$ cat src/rtl/fifo_pop_port_if.sv
// Read-side bundle between the pop controller, the register-bank storage and
// the downstream consumer. master = controller, slave = storage/consumer side.
interface fifo_pop_port_if #(
    parameter int unsigned WIDTH = 16,
    parameter int unsigned AW    = 3
);
    logic             push;
    logic             full;
    logic [AW-1:0]    rd_addr;
    logic [WIDTH-1:0] rd_data;
    logic [WIDTH-1:0] out_data;
    logic             out_valid;
    logic             out_ready;
    logic             empty;
    logic [AW:0]      count;
    logic             overflow;
    logic             underflow;

    modport master (
        input  push, rd_data, out_ready,
        output full, rd_addr, out_data, out_valid, empty, count, overflow, underflow
    );

    modport slave (
        output push, rd_data, out_ready,
        input  full, rd_addr, out_data, out_valid, empty, count, overflow, underflow
    );
endinterface

$ cat src/rtl/fifo_pop_port.sv
// Read-side controller for the register-bank FIFO: tracks occupancy from push,
// walks the read address and prefetches one word into a registered output stage.
module fifo_pop_port #(
    parameter int unsigned WIDTH = 16,
    parameter int unsigned DEPTH = 8,
    parameter int unsigned AW    = 3
) (
    input  logic           clk,
    input  logic           rst,
    fifo_pop_port_if.master bus
);
    localparam int unsigned CW = AW + 1;

    typedef enum logic {
        EMPTY = 1'b0,
        HOLD  = 1'b1
    } state_t;

    state_t           state;
    logic [AW-1:0]    rd_addr_q;
    logic [CW-1:0]    count_q;
    logic [WIDTH-1:0] out_data_q;
    logic             overflow_q;
    logic             underflow_q;

    logic full;
    logic out_valid;
    logic accept;
    logic take;
    logic fetch;

    assign out_valid = (state == HOLD);
    assign full      = (count_q == CW'(DEPTH));
    assign accept    = bus.push && !full;
    assign take      = out_valid && bus.out_ready;
    // A slot frees when copied into the output stage, so refill in the drain cycle.
    assign fetch     = (count_q != CW'(0)) && (!out_valid || bus.out_ready);

    always_ff @(posedge clk) begin
        if (!rst) begin
            state       <= EMPTY;
            rd_addr_q   <= AW'(0);
            count_q     <= CW'(0);
            out_data_q  <= WIDTH'(0);
            overflow_q  <= 1'b0;
            underflow_q <= 1'b0;
        end else begin
            overflow_q  <= bus.push && full;
            underflow_q <= bus.out_ready && !out_valid;

            case (state)
                EMPTY:   if (fetch) state <= HOLD;
                HOLD:    if (take && !fetch) state <= EMPTY;
                default: state <= EMPTY;
            endcase

            if (fetch) begin
                out_data_q <= bus.rd_data;
                rd_addr_q  <= (rd_addr_q == AW'(DEPTH - 1)) ? AW'(0) : rd_addr_q + AW'(1);
            end

            if (accept && !fetch) begin
                count_q <= count_q + CW'(1);
            end else if (fetch && !accept) begin
                count_q <= count_q - CW'(1);
            end
        end
    end

    assign bus.full      = full;
    assign bus.empty     = (count_q == CW'(0)) && !out_valid;
    assign bus.rd_addr   = rd_addr_q;
    assign bus.count     = count_q;
    assign bus.out_data  = out_data_q;
    assign bus.out_valid = out_valid;
    assign bus.overflow  = overflow_q;
    assign bus.underflow = underflow_q;
endmodule
$ cat src/flat_wrapper.sv
// flat-port wrapper written by rule: the top's interface ports become plain ports
module fifo_pop_port_flat 
#(
    parameter int unsigned WIDTH = 16,
    parameter int unsigned DEPTH = 8,
    parameter int unsigned AW    = 3
)
  (clk, rst, bus_push, bus_rd_data, bus_out_ready, bus_full, bus_rd_addr, bus_out_data, bus_out_valid, bus_empty, bus_count, bus_overflow, bus_underflow);
  fifo_pop_port_if #(.WIDTH(WIDTH), .AW(AW)) bus_i ();
  input  logic clk;
  input  logic rst;
  input wire logic [$bits(bus_i.push)-1:0] bus_push;
  input wire logic [$bits(bus_i.rd_data)-1:0] bus_rd_data;
  input wire logic [$bits(bus_i.out_ready)-1:0] bus_out_ready;
  output wire logic [$bits(bus_i.full)-1:0] bus_full;
  output wire logic [$bits(bus_i.rd_addr)-1:0] bus_rd_addr;
  output wire logic [$bits(bus_i.out_data)-1:0] bus_out_data;
  output wire logic [$bits(bus_i.out_valid)-1:0] bus_out_valid;
  output wire logic [$bits(bus_i.empty)-1:0] bus_empty;
  output wire logic [$bits(bus_i.count)-1:0] bus_count;
  output wire logic [$bits(bus_i.overflow)-1:0] bus_overflow;
  output wire logic [$bits(bus_i.underflow)-1:0] bus_underflow;
  assign bus_i.push = bus_push;
  assign bus_i.rd_data = bus_rd_data;
  assign bus_i.out_ready = bus_out_ready;
  assign bus_full = bus_i.full;
  assign bus_rd_addr = bus_i.rd_addr;
  assign bus_out_data = bus_i.out_data;
  assign bus_out_valid = bus_i.out_valid;
  assign bus_empty = bus_i.empty;
  assign bus_count = bus_i.count;
  assign bus_overflow = bus_i.overflow;
  assign bus_underflow = bus_i.underflow;
  fifo_pop_port #(.WIDTH(WIDTH), .DEPTH(DEPTH), .AW(AW)) u_core (.clk(clk), .rst(rst), .bus(bus_i));
endmodule
$ cat config.mk
export PLATFORM = sky130hd
export DESIGN_NAME = fifo_pop_port_flat
export DESIGN_NICKNAME = d
export VERILOG_FILES = /design/src/rtl/fifo_pop_port_if.sv /design/src/rtl/fifo_pop_port.sv /design/src/flat_wrapper.sv
export SDC_FILE = /design/constraint.sdc
export NUM_CORES = 1
export LEC_CHECK = 0
export CORE_MARGIN = 1.5
export CORE_UTILIZATION = 60
export CTS_CLUSTER_DIAMETER = 50
export DETAILED_ROUTE_END_ITERATION = 10
export DONT_BUFFER_PORTS = 1
export GPL_TIMING_DRIVEN = 0
export PLACE_DENSITY = 0.82
export SLEW_MARGIN = 10
export SYNTH_ARGS = -nofsm -noshare
export SYNTH_HDL_FRONTEND = slang
export SYNTH_SLANG_ARGS = --single-unit
$ cat constraint.sdc
create_clock -name clk -period 2.9 [get_ports clk]
set_clock_uncertainty 0.1 [all_clocks]
set_input_delay 0.29 -clock clk [delete_from_list [all_inputs] [get_ports clk]]
set_output_delay 0.29 -clock clk [all_outputs]
set_load 0.005 [all_outputs]
==> flow_metrics.env <==
export IMPL_status="finished clean"
export IMPL_fin_nets=173
export IMPL_dr_pass1_iters=4
export IMPL_p_clk_share_pct=12.0
export IMPL_peakVddDrop_v=0.000578
export IMPL_rrSetupSlack_ns=0.15
export IMPL_switching_power_mw=0.593
export IMPL_synth_top_area_share_pct=42.3
export IMPL_crit_fanout=10
export IMPL_period_share_pct=94.7
export IMPL_async_reset_ff_share_pct=0
export IMPL_cts_setup_buffers=0
export IMPL_grt_usage_pct=21.0
export IMPL_worstMarginPinSlew_ns=0.601
export IMPL_rows=16
export IMPL_overflow=0
export IMPL_synth_area_per_cell_um2=9.85
export IMPL_vias=906
export IMPL_crit_path_start_kind="flip-flop"
export IMPL_root_buffer="clkbuf_4"
export IMPL_coreArea_um2=1940
export IMPL_synth_seq_cells=26
export IMPL_cts_tree="yes"
export IMPL_netlist_area_um2=1230
export IMPL_yosysWarnings=0
export IMPL_numClockSinks=26
export IMPL_ys_types=30
export IMPL_grt_antenna_before_repair=0
export IMPL_rsz0062_at_grt="false"
export IMPL_via_per_inst=5.24
export IMPL_cts_max_level=1
export IMPL_synth_ff_type="dfxtp_1"
export IMPL_cts_made_buffers=3
export IMPL_hold_class="primary input to flip-flop"
export IMPL_cts_buffer_depth=2
export IMPL_gp_congestion=0.754
export IMPL_grt_pass1_wl_mm=3.93
export IMPL_drv_slew=0
export IMPL_cp_required_ns=3.05
export IMPL_dieWidth_um=48.3
export IMPL_yosysSeqAreaShare_pct=42.3
export IMPL_max_freq_mhz=364
export IMPL_fin_crit_ns=2.75
export IMPL_grt_pass1_vias=923
export IMPL_power_density_nw_per_um2=995
export IMPL_fp_dieArea_um2=2330
export IMPL_synth_edf_count=0
export IMPL_power_mw=1.49
export IMPL_start_util_pct=63.4
export IMPL_clk_pin_slew_ns=0.14
export IMPL_drv_cap=0
export IMPL_io_pins=48
export IMPL_io_buffers=0
export IMPL_endpoint_kind="flip-flop"
export IMPL_crit_type="flip-flop to flip-flop"
export IMPL_syn_num_nets=151
export IMPL_area_delta_synth_final_pct=21.3
export IMPL_max_slew_margin_rel_pct=59.4
export IMPL_fin_setup_tns_ns=0
export IMPL_pwr_share_comb_pct=48.2
export IMPL_switching_share_pct=39.9
export IMPL_route_detailed_drc=0
export IMPL_drt_initial_drc_count=9
export IMPL_drtAntennaViolNets=0
export IMPL_total_leakage_power_nw=0.582
export IMPL_clock_latency_ns=0.31
export IMPL_p_int_mw=0.893
export IMPL_n_antenna_cell=0
export IMPL_syn_inst=125
export IMPL_grt_max_degree=15
export IMPL_yosysTopAreaCell="dfxtp_1"
export IMPL_pwr_share_seq_pct=39.8
export IMPL_final_layout_size_suffix_gt1_share_pct=30.1
export IMPL_wire_per_inst_um=13.6
export IMPL_synth_top_cells_by_area="dfxtp_1 (42%), a21boi_2 (17%), nand2_1 (9.5%)"
export IMPL_setup_violations=0
export IMPL_dieHeight_um=48.3
export IMPL_wirelength_mm=2.35
export IMPL_hold_violations=0
export IMPL_arrival_ns=2.90
export IMPL_place_hpwl_mm=1.59
layer usage:
| metal | GRT usage [%] | share of wire, % |
|---|---|---|
| met1 | 22.6 | 40 |
| met2 | 40.7 | 53 |
| met3 | 4.94 | 6.5 |
| met4 | 5.71 | 1.1 |
| met5 | 0 | 0 |
power by group through the flow:
stage | clock (mW) | combinational, mW | sequential (mW)
final | 0.178 | 0.716 | 0.592
after global routing | 0.201 | 0.806 | 0.609
after CTS | 0.182 | 0.690 | 0.587
after detailed placement | 0 | 0.676 | 0.595
after global placement | 0 | 0.643 | 0.588
after floorplan | 0 | 0.581 | 0.567
flip-flops by register name, summed over array words and instances (netlist names):
name and cells:
u_core.bus.rd_addr 3, u_core.bus.count 4, u_core.bus.out_valid 1, u_core.bus.overflow 1, u_core.bus.underflow 1, u_core.bus.out_data 16
critical path: stages, from the launching register on:
cell      delay [ns]
dfxtp_4         0.40
or4_4           0.52
and2_4          0.15
buf_6           0.14
clkinv_4        0.06
buf_12          0.13
ha_1            0.18
inv_1           0.11
ha_4            0.25
a21oi_2         0.16
a211oi_1        0.09
a31oi_1         0.20
mux2i_1         0.20
what timing repair did:
action	in CTS	in global routing
resized for setup	1	5
hold endpoints to repair	12	6
setup endpoints to repair	1	1
hold buffers	12	5
synthesized netlist by cell type (all sizes together), types with 2 or more instances:
library cell and n:
nand2 40, dfxtp 26, a21boi 20, ha 5, buf 4, and2 3, clkbuf 3, nor2 3
mux2i 2, nand2b 2, nor2b 2, xnor2 2
cells in the final DEF (no fill, tap or decap), drive strengths merged:
cell,count
buf,4
or4,1
nor4b,1
a211oi,1
and3,1
nor2b,2
clkbuf,7
a21boi,20
nor2,3
mux2i,2
dfxtp,26
clkinv,1
fa,1
dlygate4sd3,17
o21ai,1
a21oi,1
nand3,1
ha,5
nor4,1
and2,3
a31oi,1
xnor2,2
nand2b,2
inv,1
nand2,40
or3,1
layout make-up:
| type | instances | area [µm²] |
|---|---|---|
| Buffer | 7 | 58.8 |
| Clock buffer | 4 | 36.3 |
| Fill cell | 147 | 448 |
| Inverter | 2 | 12.5 |
| Multi-Input combinational cell | 90 | 656 |
| Sequential cell | 26 | 527 |
| Tap cell | 27 | 33.8 |
| Timing Repair Buffer | 17 | 170 |
worst paths after layout:
path,startpoint,to,depth (start not counted)
min,bus_rd_data[6],u_core.bus.out_data[6],2
max,u_core.bus.count[0],u_core.bus.count[3],12
max reg2reg,u_core.bus.count[0],u_core.bus.count[3],12
min reg2reg,u_core.bus.out_data[2],u_core.bus.out_data[2],2
stage by stage:
stage	instances	hold slack [ns]	instance area [µm²]	util (%)	setup WS [ns]
after detailed placement	152	0.309	1260	65.1	0.0170
after global placement	152	0.310	1260	65.1	0.101
after global routing	173	0.000633	1490	76.9	0.0337
after floorplan	125	0.304	1230	-	0.233
final	173	0.00837	1490	76.9	0.153
after CTS	168	0.000603	1420	73.3	0.0292
cells by family after synthesis:
group	count (synthesis)	share of synthesized area, %
muxes	2	1.63
DFF	26	42.3
and+or+nand+nor	56	22.3
adders and majority gates	6	6.71
xor gates and xnor gates	2	1.42
buffers and inverters	9	5.79
AOI/OAI and AO/OA	24	19.9
(Power assumes the default switching activity.)
